==> src/rtl/logic_unit_if.sv <==
// Operand/result handshake bundle for logic_unit.
interface logic_unit_if #(
    parameter int unsigned WIDTH = 8
);
    logic             in_valid;
    logic             in_ready;
    logic [WIDTH-1:0] a;
    logic [WIDTH-1:0] b;
    logic [2:0]       op;
    logic             acc_mode;
    logic             first;
    logic             last;
    logic             out_valid;
    logic             out_ready;
    logic [WIDTH-1:0] out;
    logic             red_and;
    logic             red_or;
    logic             red_xor;
    logic             acc_busy;

    // Operand source and result consumer side
    modport master (
        output in_valid, a, b, op, acc_mode, first, last, out_ready,
        input  in_ready, out_valid, out, red_and, red_or, red_xor, acc_busy
    );

    // Logic unit side
    modport slave (
        input  in_valid, a, b, op, acc_mode, first, last, out_ready,
        output in_ready, out_valid, out, red_and, red_or, red_xor, acc_busy
    );
endinterface

==> src/rtl/logic_unit.sv <==
// Registered WIDTH-bit bitwise logic unit with pairwise and framed-accumulate modes.
module logic_unit #(
    parameter int unsigned WIDTH = 8
) (
    input  logic         clk,
    input  logic         rst_n,
    logic_unit_if.slave  bus
);
    localparam logic [0:0] IDLE  = 1'b0;
    localparam logic [0:0] ACCUM = 1'b1;

    localparam logic [2:0] OP_AND   = 3'd0;
    localparam logic [2:0] OP_OR    = 3'd1;
    localparam logic [2:0] OP_XOR   = 3'd2;
    localparam logic [2:0] OP_NAND  = 3'd3;
    localparam logic [2:0] OP_NOR   = 3'd4;
    localparam logic [2:0] OP_XNOR  = 3'd5;
    localparam logic [2:0] OP_ANDN  = 3'd6;
    localparam logic [2:0] OP_PASSA = 3'd7;

    logic [0:0]       state_q,     state_d;
    logic [WIDTH-1:0] acc_q,       acc_d;
    logic [WIDTH-1:0] out_q,       out_d;
    logic             out_valid_q, out_valid_d;
    logic             red_and_q,   red_and_d;
    logic             red_or_q,    red_or_d;
    logic             red_xor_q,   red_xor_d;

    logic             in_ready_c;
    logic             accept_c;
    logic             open_c;
    logic [WIDTH-1:0] res_c;

    // Selected bitwise function of two operands
    function automatic logic [WIDTH-1:0] f_op(input logic [WIDTH-1:0] x,
                                              input logic [WIDTH-1:0] y,
                                              input logic [2:0]       sel);
        logic [WIDTH-1:0] r;
        case (sel)
            OP_AND:   r = x & y;
            OP_OR:    r = x | y;
            OP_XOR:   r = x ^ y;
            OP_NAND:  r = ~(x & y);
            OP_NOR:   r = ~(x | y);
            OP_XNOR:  r = ~(x ^ y);
            OP_ANDN:  r = x & ~y;
            OP_PASSA: r = x;
            default:  r = x;
        endcase
        return r;
    endfunction

    // Only combinational output path: out_ready -> in_ready
    assign in_ready_c = !out_valid_q || bus.out_ready;
    assign accept_c   = bus.in_valid && in_ready_c;

    // Next-state, accumulator fold and output register update
    always_comb begin
        state_d     = state_q;
        acc_d       = acc_q;
        out_d       = out_q;
        out_valid_d = out_valid_q;
        red_and_d   = red_and_q;
        red_or_d    = red_or_q;
        red_xor_d   = red_xor_q;
        open_c      = bus.first || (state_q == IDLE);
        res_c       = f_op(bus.a, bus.b, bus.op);

        if (bus.out_ready) begin
            out_valid_d = 1'b0;
        end

        if (accept_c) begin
            if (!bus.acc_mode) begin
                // Pairwise beat emits directly and aborts any open frame
                state_d = IDLE;
            end else begin
                if (!open_c) begin
                    res_c = f_op(acc_q, bus.a, bus.op);
                end
                acc_d   = res_c;
                state_d = bus.last ? IDLE : ACCUM;
            end

            if (!bus.acc_mode || bus.last) begin
                out_d       = res_c;
                out_valid_d = 1'b1;
                red_and_d   = &res_c;
                red_or_d    = |res_c;
                red_xor_d   = ^res_c;
            end
        end
    end

    // State and output registers
    always_ff @(posedge clk or negedge rst_n) begin
        if (!rst_n) begin
            state_q     <= IDLE;
            acc_q       <= '0;
            out_q       <= '0;
            out_valid_q <= 1'b0;
            red_and_q   <= 1'b0;
            red_or_q    <= 1'b0;
            red_xor_q   <= 1'b0;
        end else begin
            state_q     <= state_d;
            acc_q       <= acc_d;
            out_q       <= out_d;
            out_valid_q <= out_valid_d;
            red_and_q   <= red_and_d;
            red_or_q    <= red_or_d;
            red_xor_q   <= red_xor_d;
        end
    end

    assign bus.in_ready  = in_ready_c;
    assign bus.out_valid = out_valid_q;
    assign bus.out       = out_q;
    assign bus.red_and   = red_and_q;
    assign bus.red_or    = red_or_q;
    assign bus.red_xor   = red_xor_q;
    assign bus.acc_busy  = (state_q == ACCUM);

endmodule
==> src/flat_wrapper.sv <==
// flat-port wrapper written by rule: the top's interface ports become plain ports
module logic_unit_flat 
#(
    parameter int unsigned WIDTH = 8
)
  (clk, rst_n, bus_in_valid, bus_a, bus_b, bus_op, bus_acc_mode, bus_first, bus_last, bus_out_ready, bus_in_ready, bus_out_valid, bus_out, bus_red_and, bus_red_or, bus_red_xor, bus_acc_busy);
  logic_unit_if #(.WIDTH(WIDTH)) bus_i ();
  input  logic clk;
  input  logic rst_n;
  input wire logic [$bits(bus_i.in_valid)-1:0] bus_in_valid;
  input wire logic [$bits(bus_i.a)-1:0] bus_a;
  input wire logic [$bits(bus_i.b)-1:0] bus_b;
  input wire logic [$bits(bus_i.op)-1:0] bus_op;
  input wire logic [$bits(bus_i.acc_mode)-1:0] bus_acc_mode;
  input wire logic [$bits(bus_i.first)-1:0] bus_first;
  input wire logic [$bits(bus_i.last)-1:0] bus_last;
  input wire logic [$bits(bus_i.out_ready)-1:0] bus_out_ready;
  output wire logic [$bits(bus_i.in_ready)-1:0] bus_in_ready;
  output wire logic [$bits(bus_i.out_valid)-1:0] bus_out_valid;
  output wire logic [$bits(bus_i.out)-1:0] bus_out;
  output wire logic [$bits(bus_i.red_and)-1:0] bus_red_and;
  output wire logic [$bits(bus_i.red_or)-1:0] bus_red_or;
  output wire logic [$bits(bus_i.red_xor)-1:0] bus_red_xor;
  output wire logic [$bits(bus_i.acc_busy)-1:0] bus_acc_busy;
  assign bus_i.in_valid = bus_in_valid;
  assign bus_i.a = bus_a;
  assign bus_i.b = bus_b;
  assign bus_i.op = bus_op;
  assign bus_i.acc_mode = bus_acc_mode;
  assign bus_i.first = bus_first;
  assign bus_i.last = bus_last;
  assign bus_i.out_ready = bus_out_ready;
  assign bus_in_ready = bus_i.in_ready;
  assign bus_out_valid = bus_i.out_valid;
  assign bus_out = bus_i.out;
  assign bus_red_and = bus_i.red_and;
  assign bus_red_or = bus_i.red_or;
  assign bus_red_xor = bus_i.red_xor;
  assign bus_acc_busy = bus_i.acc_busy;
  logic_unit #(.WIDTH(WIDTH)) u_core (.clk(clk), .rst_n(rst_n), .bus(bus_i));
endmodule
==> config.mk <==
export PLATFORM = sky130hd
export DESIGN_NAME = logic_unit_flat
export DESIGN_NICKNAME = d
export VERILOG_FILES = /design/src/rtl/logic_unit_if.sv /design/src/rtl/logic_unit.sv /design/src/flat_wrapper.sv
export SDC_FILE = /design/constraint.sdc
export NUM_CORES = 1
export LEC_CHECK = 0
export ABC_AREA = 1
export BUFFER_PORTS_ARGS = -buffer_cell sky130_fd_sc_hd__buf_2
export CORE_UTILIZATION = 60
export CTS_BUF_LIST = sky130_fd_sc_hd__clkbuf_4 sky130_fd_sc_hd__clkbuf_8
export DETAILED_ROUTE_END_ITERATION = 8
export MAX_ROUTING_LAYER = met4
export PLACE_DENSITY = 0.82
export RECOVER_POWER = 25
export SYNTH_ARGS = -nofsm -noshare
export SYNTH_HDL_FRONTEND = slang
export SYNTH_SLANG_ARGS = --single-unit
==> constraint.sdc <==
create_clock -name clk -period 4.6 [get_ports clk]
set_input_delay 0.46 -clock clk [delete_from_list [all_inputs] [get_ports clk]]
set_output_delay 0.46 -clock clk [all_outputs]
set_load 0.1 [all_outputs]
==> key figures, run 1 <==
Outcome
  • Status: completed

Power
  • VDD IR max: 0.2640 mV
  • Internal: 431.5 uW
  • Comb power frac: 0.590
  • Switching share of power: 0.5466
  • P_sw: 520.3 uW
  • LEAKAGE: 2.002 nW
  • P per Cell Area: 275.5 mW/mm2
  • Seq pwr share: 0.270
  • Clock power frac: 0.140

Global routing
  • First-pass GRT wire length: 13,390 um
  • Initial antenna violation count: 0
  • Largest net degree at the start of global routing: 47
  • Global route overflow: 0
  • GRT Util Overall: 0.3203
  • Vias in the first global route: 3,041

Clocking
  • Max Root-Sink Buffers: 2
  • CTS root buf: clkbuf_8
  • Skew-Pair Late Insertion Delay: 0.28 ns
  • Worst-path clk slew: 0.10 ns
  • CTS tree: done
  • TritonCTS Buffers: 3
  • Post-CTS resize count: 0
  • H-tree levels: 1
  • CTS sink cnt: 21
  • Post-CTS setup buffers: 0
  • # hold bufs at CTS: 0

Yosys
  • Unique masters post-synth: 26
  • Syn Area/Cell: 6.352 um2
  • Flops & latches, synth: 21
  • Post-Synthesis Cells: 510
  • Yosys warnings: 0
  • Seq/Total Area, Yosys: 0.1622
  • Synthesized cell area: 0.003239 mm2
  • Mapped Nets: 592

Routing
  • WL final: 8553 um
  • Antenna Nets Post-Route: 0
  • Vias/cell: 5.526
  • DRC Markers: 0
  • Drt first pass iters: 5
  • Iter 0 DRT Violations: 366
  • Routed len/inst: 14.16 um
  • Vias post-DR: 3,338

Final layout
  • Area growth syn-to-layout: 6.643%
  • Area of the multi-input gates: 0.002235 mm2
  • Layout Nets: 617
  • Commonest cells after routing, fill and taps aside: nand2_1, inv_1, ha_1
  • Fin cells: 604
  • Ant diodes: 0
  • Layout cells sized above 1: 0.1142
  • Most common cell after layout, fill and taps aside: nand2_1
  • Filler cells: 504
  • Reg area: 525.5 um2

Worst setup path
  • Worst EP arrival: 3.15 ns
  • Reg2reg end: u_core.bus.red_xor$_DFFE_PN0P_
  • Critical Path Max Stage Delay: 0.71 ns
  • Critical Path Start: bus_op[2]
  • Crit Path Max Fanout: 46
  • RR Startpoint: u_core.bus.acc_busy$_DFFE_PN0P_
  • CP max-delay cell: buf_2
  • Req. time, crit path: 4.73 ns
  • Crit Path Category: in -> reg
  • R2R Setup Slk: 2.02 ns
  • Startpoint Class: input pin
  • Worst path cell trace: buf_2 -> inv_2 -> nand2_2 -> inv_2 -> nand2_1 -> nand4_1 -> nand3_1 -> nand2_2 -> inv_1 -> ha_1 -> xnor2_1 -> xnor2_1 -> o21ai_0
  • Reg2reg path depth: 11
  • Critical path endpoint: u_core.bus.red_xor$_DFFE_PN0P_
  • Setup crit end kind: register

Die
  • Die X: 75.48 um
  • Rows: 26
  • # IOs: 40
  • Die Height: 75.48 um
  • Core Area: 0.005140 mm2
  • Initial Utilization: 0.6302
  • Full die area: 0.005696 mm2

Timing
  • Slew at the pin closest to its max-slew limit: 1.232 ns
  • Hold Worst Slack: 0.4125 ns
  • Final Setup Violations: 0
  • Min Tclk post-route: 3.016 ns
  • RSZ-0062 raised after global routing: false
  • Final worst path period share: 0.6557
  • Max frequency: 331.5 MHz
  • Max-slew headroom: 0.1789
  • Skew final: 0.01620 ns
  • Hold Fails Final Rpt: 0
  • Setup tns final: 0 ns
  • Fin. max-slew vios: 0

Place
  • DP Wirelength: 6018 um
  • GPL Wtd Cong: 0.9393
  • PortBufs: 39
  • DP Cell Count: 600

Hold path
  • HP Class: in -> async

Run
  • Max-cap viol count: 0
-- worst min-delay path by stage --
stage,end,depth (start not counted)
floorplan,u_core.acc_q[0]$_DFFE_PN0P_,0
global placement,u_core.bus.out[5]$_DFFE_PN0P_,1
detailed placement,u_core.bus.out[5]$_DFFE_PN0P_,1
CTS,u_core.bus.out[5]$_DFFE_PN0P_,1
global route,u_core.bus.out[3]$_DFFE_PN0P_,2
finish,u_core.bus.out[6]$_DFFE_PN0P_,1
-- through the flow --
stage                     total power [mW]    util  instance area, um2  setup slack [ns]
after global routing                 1.021  0.6721                3455             1.380
after CTS                           0.9501  0.6723                3456             1.642
after floorplan                     0.7005       -                3239             1.800
final                               0.9518  0.6721                3455             1.584
after global placement              0.8025  0.6633                3410             1.409
after detailed placement            0.8145  0.6633                3410             1.359
-- registers in the layout, indices dropped and copies added, names as in the netlist --
name / flops
u_core.bus.out_valid: 1
u_core.bus.red_and: 1
u_core.acc_q: 8
u_core.bus.acc_busy: 1
u_core.bus.red_xor: 1
u_core.bus.red_or: 1
u_core.bus.out: 8
-- critical path: cells and delay by family --
family	cells	cell delay (ns)
buffers and inverters	4	1.27
AND/OR/NAND/NOR	5	0.75
XOR/XNOR	2	0.33
adder cells (fa/ha/maj)	1	0.23
AO/OA/AOI/OAI	1	0.08
-- routing by layer --
| layer | vias up | track usage | part of all wire |
|---|---|---|---|
| met4 | 0 | 0.1193 | 0.025 |
| met1 | 1499 | 0.3729 | 0.41 |
| met5 | - | - | 0 |
| met2 | 152 | 0.5635 | 0.50 |
| li1 | 1659 | - | - |
| met3 | 28 | 0.03968 | 0.069 |
-- Yosys cell counts --
master | n | share of area
a21oi_1 | 1 | 0.0015
clkinv_1 | 1 | 0.0012
buf_1 | 4 | 0.0046
nor3_4 | 1 | 0.0050
nor2_4 | 3 | 0.010
nand3_4 | 1 | 0.0054
nand3b_1 | 15 | 0.035
o21ai_1 | 1 | 0.0015
nand3_1 | 46 | 0.071
o21ai_0 | 27 | 0.042
inv_4 | 1 | 0.0019
nand2_2 | 8 | 0.015
nand3_2 | 1 | 0.0031
nor2_8 | 1 | 0.0062
buf_6 | 3 | 0.010
nand4_1 | 35 | 0.068
ha_1 | 56 | 0.22
inv_1 | 92 | 0.11
dfrtp_1 | 21 | 0.16
clkbuf_1 | 3 | 0.0035
inv_2 | 3 | 0.0035
nand2_1 | 124 | 0.14
nor2_1 | 50 | 0.058
buf_4 | 3 | 0.0070
xnor2_1 | 3 | 0.0081
buf_2 | 6 | 0.0093
-- power by group through the flow --
| stage | registers [mW] | logic [mW] | clock network, mW |
|---|---|---|---|
| 2_1_floorplan | 0.428 | 0.273 | 0 |
| 3_3_place_gp | 0.258 | 0.544 | 0 |
| 3_5_place_dp | 0.260 | 0.555 | 0 |
| 4_1_cts | 0.256 | 0.558 | 0.136 |
| 5_1_grt | 0.262 | 0.618 | 0.140 |
| 6_report | 0.257 | 0.562 | 0.134 |
-- final cells by class --
type,count,share of cell area
Clock buffer,3,0.01195
Tap cell,70,0.02535
Sequential cell,21,0.1521
Inverter,97,0.1061
Clock inverter,1,0.001449
Multi-Input combinational cell,373,0.6469
Timing Repair Buffer,39,0.05614
-- logic make-up after synthesis --
| kind of cell | synth area share |
|---|---|
| compound gates | 0.04480 |
| flops | 0.1622 |
| fa+ha+maj | 0.2163 |
| simple gates | 0.4206 |
| xor+xnor | 0.008113 |
| buf+inv | 0.1479 |
Note: power is estimated with default switching activity, not from simulation.
==> run 2, diff against run 1 <==
--- a/config.mk
+++ b/config.mk
@@ -5,13 +5,13 @@
 export SDC_FILE = /design/constraint.sdc
 export NUM_CORES = 1
 export LEC_CHECK = 0
-export ABC_AREA = 1
+export ABC_AREA = 0
 export BUFFER_PORTS_ARGS = -buffer_cell sky130_fd_sc_hd__buf_2
-export CORE_UTILIZATION = 60
+export CORE_UTILIZATION = 55
 export CTS_BUF_LIST = sky130_fd_sc_hd__clkbuf_4 sky130_fd_sc_hd__clkbuf_8
 export DETAILED_ROUTE_END_ITERATION = 8
 export MAX_ROUTING_LAYER = met4
-export PLACE_DENSITY = 0.82
+export PLACE_DENSITY = 0.79
 export RECOVER_POWER = 25
 export SYNTH_ARGS = -nofsm -noshare
 export SYNTH_HDL_FRONTEND = slang
==> constraint.sdc (replaced) <==
create_clock -name clk -period 2.7 [get_ports clk]
set_input_delay 0.27 -clock clk [delete_from_list [all_inputs] [get_ports clk]]
set_output_delay 0.27 -clock clk [all_outputs]
set_load 0.1 [all_outputs]
==> run 2 against run 1 <==
  * Flip-flop and latch count unchanged
  * First-iteration DRC count down 70%
  * Critical endpoint unchanged
  * Critical path depth down 3
  * Routed wire length down 13%
  * Die area up 4.3%
==> key figures, run 2 <==
Outcome
  • Status: completed (unchanged)

Clocking
  • CTS sink cnt: 21 (unchanged)
  • Max Root-Sink Buffers: 2 (unchanged)
  • Skew-Pair Late Insertion Delay: 0.27 ns (was 0.28 ns)
  • Worst-path clk slew: 0.08 ns (was 0.10 ns)
  • H-tree levels: 1 (unchanged)
  • TritonCTS Buffers: 3 (unchanged)
  • CTS tree: done (unchanged)
  • CTS root buf: clkbuf_8 (unchanged)

Place
  • DP Wirelength: 5941 um (was 6018 um)
  • Worst slack at placement: 0.01675 ns (was 1.359 ns)
  • GPL Wtd Cong: 0.8826 (was 0.9393)
  • PortBufs: 39 (unchanged)

Timing
  • Setup ws final: 0.1049 ns (was 1.584 ns)
  • Setup tns final: 0 ns (unchanged)
  • Final worst path period share: 0.9612
  • Hold Fails Final Rpt: 0 (unchanged)
  • Skew final: 0.005460 ns (was 0.01620 ns)
  • Max-slew headroom: 0.2180 (was 0.1789)
  • Min Tclk post-route: 2.595 ns
  • Final Setup Violations: 0 (unchanged)
  • Slew at the pin closest to its max-slew limit: 1.173 ns (was 1.232 ns)
  • Max frequency: 385.3 MHz
  • Fin. max-slew vios: 0 (unchanged)

Hold path
  • HP Class: in -> reg (was in -> async)
  • Worst Hold End: u_core.bus.acc_busy$_DFFE_PN0P_
  • Hold path cells: 3
  • HP Start: bus_in_valid

Final layout
  • Filler cells: 439 (was 504)
  • Reg area: 526.8 um2 (was 525.5 um2)
  • Commonest cells after routing, fill and taps aside: ha_1, inv_1, buf_2 (was nand2_1, inv_1, ha_1)
  • Ant diodes: 0 (unchanged)
  • Area of the multi-input gates: 0.002310 mm2 (was 0.002235 mm2)
  • Layout Nets: 488 (was 617)
  • Most common cell after layout, fill and taps aside: ha_1 (was nand2_1)
  • Layout cells sized above 1: 0.2346 (was 0.1142)
  • Area growth syn-to-layout: 13.03% (was 6.643%)

Yosys
  • Syn Area/Cell: 8.661 um2 (was 6.352 um2)
  • Async S/R FF share, synth: 1.000 (unchanged)
  • Dominant synthesized flop cell: dfrtp_1 (unchanged)
  • Most common cell in the synthesized netlist: ha_1 (was nand2_1)
  • Top cell type's share of synthesized area: 0.2260 (was 0.2163)
  • Unique masters post-synth: 60 (was 26)
  • Post-Synthesis Cells: 358 (was 510)
  • Area leader, netlist: ha_1 (unchanged)
  • Flops & latches, synth: 21 (unchanged)
  • Number of flops mapped to enable cells by yosys: 0 (unchanged)
  • Synth area leaders: ha_1, dfrtp_1, mux2i_1, inv_1, nand2b_1 (was ha_1, dfrtp_1, nand2_1, inv_1, nand3_1)
  • Yosys warnings: 0 (unchanged)
  • Seq/Total Area, Yosys: 0.1695 (was 0.1622)
  • Most frequent cells after synthesis: ha_1, inv_1, dfrtp_1, mux2i_1, nand2b_1 (was nand2_1, inv_1, ha_1)
  • Mapped Nets: 440 (was 592)
  • Synthesized cell area: 0.003100 mm2 (was 0.003239 mm2)

Routing
  • DRC Markers: 0 (unchanged)
  • Vias/cell: 5.949 (was 5.526)
  • Routed len/inst: 15.73 um (was 14.16 um)
  • Antenna Nets Post-Route: 0 (unchanged)
  • WL final: 7472 um (was 8553 um)
  • Vias post-DR: 2,826 (was 3,338)
  • Iter 0 DRT Violations: 110 (was 366)
  • Drt first pass iters: 4 (was 5)

Die
  • # IOs: 40 (unchanged)
  • Full die area: 0.005941 mm2 (was 0.005696 mm2)
  • Die X: 77.08 um (was 75.48 um)
  • Rows: 26 (unchanged)
  • Die Height: 77.08 um (was 75.48 um)
  • Initial Utilization: 0.5883 (was 0.6302)
  • Core Area: 0.005270 mm2 (was 0.005140 mm2)

Power
  • LEAKAGE: 1.757 nW (was 2.002 nW)
  • P per Cell Area: 508.2 mW/mm2 (was 275.5 mW/mm2)
  • VDD IR max: 0.4536 mV (was 0.2640 mV)

Run
  • Max-cap viol count: 0 (unchanged)

Worst setup path
  • RR Startpoint: u_core.acc_q[2]$_DFFE_PN0P_ (was u_core.bus.acc_busy$_DFFE_PN0P_)
  • Crit Path Category: reg -> reg (was in -> reg)
  • Req. time, crit path: 2.85 ns (was 4.73 ns)
  • Crit Path Max Fanout: 3 (was 46)
  • Setup crit end kind: register (unchanged)
  • Worst EP arrival: 2.74 ns (was 3.15 ns)
  • Reg2reg path depth: 10 (was 11)
  • Startpoint Class: register (was input pin)
  • R2R Setup Slk: 0.10 ns (was 2.02 ns)
  • Reg2reg end: u_core.bus.red_xor$_DFFE_PN0P_ (unchanged)

Global routing
  • First-pass GRT wire length: 12,860 um (was 13,390 um)
  • GRT Util Overall: 0.2742 (was 0.3203)
  • Global route overflow: 0 (unchanged)
  • Vias in the first global route: 2,861 (was 3,041)
  • Initial antenna violation count: 0 (unchanged)
  • Largest net degree at the start of global routing: 27 (was 47)
## run 2: cell types whose count changed after synthesis, moves of 12 or more
cell      before  now
nor2b_1        0   12
nand2_1      124   19
a21oi_1        1   15
nand3b_1      15    2
o21ai_0       27    7
mux2i_1        0   21
nand4_1       35    2
nand2b_1       0   20
nor2_1        50   15
nand3_1       46    3
inv_1         92   42
## run 2: how the worst max path moves through the flow
stage	start	endpoint
global placement	bus_op[1]	u_core.bus.red_xor$_DFFE_PN0P_
detailed placement	bus_op[1]	u_core.bus.red_xor$_DFFE_PN0P_
CTS	u_core.acc_q[2]$_DFFE_PN0P_	u_core.bus.red_xor$_DFFE_PN0P_
global route	u_core.acc_q[2]$_DFFE_PN0P_	u_core.bus.red_xor$_DFFE_PN0P_
finish	u_core.acc_q[2]$_DFFE_PN0P_	u_core.bus.red_xor$_DFFE_PN0P_
floorplan	u_core.bus.acc_busy$_DFFE_PN0P_	u_core.bus.red_xor$_DFFE_PN0P_
## run 2: layout make-up
cell class              count  share of cell area
clock buffers               3             0.01178
clock inverters             1            0.001428
inverters                  42             0.04498
multi-input cells         275              0.6591
flip-flops and latches     21              0.1503
well taps                  70             0.02499
repair buffers             63              0.1075
## run 2: per-stage QoR
step                utilization  cells  power [mW]  hold slack [ns]  area [um2]
floorplan                     -    358       1.293         -0.02559        3102
global placement         0.6481    468       1.503           0.2514        3416
global route             0.6650    475       1.902           0.3348        3505
finish                   0.6650    475       1.781           0.2958        3505
CTS                      0.6588    473       1.760           0.3015        3472
detailed placement       0.6481    468       1.536           0.2579        3416
## run 2: cell families after synthesis
family,synth area share
compound gates,0.2191
xor+xnor,0.008476
fa+ha+maj,0.2260
buf+inv,0.09120
flops,0.1695
mux,0.1223
simple gates,0.1634
## run 2: critical path, stage by stage (launching register included)
cell and delay [ns]:
dfrtp_1 0.41, inv_1 0.11, ha_1 0.26, mux4_2 0.47, a21oi_2 0.18, o22a_1 0.21, inv_1 0.06, ha_1 0.31
xnor2_2 0.22, xnor2_1 0.15, o21ai_0 0.10
## run 2: timing repair
item	CTS	global route
resized for setup	0	4
hold endpoints to repair	21	0
setup endpoints to repair	0	1
setup buffers	0	2
hold buffers	1	0
## run 2: power by group
| part | internal (mW) | switching, mW | total, mW |
|---|---|---|---|
| Combinational | 0.365 | 0.747 | 1.11 |
| Sequential | 0.390 | 0.0623 | 0.452 |
| Clock | 0.103 | 0.114 | 0.217 |
| Total | 0.858 | 0.923 | 1.78 |
## run 2: layer usage
layer  vias up  share of wire  global-route usage
met5         -              0                   -
met4         0          0.030              0.1075
met3        24          0.046             0.03810
met2        82           0.49              0.4652
met1      1345           0.43              0.3275
li1       1375              -                   -
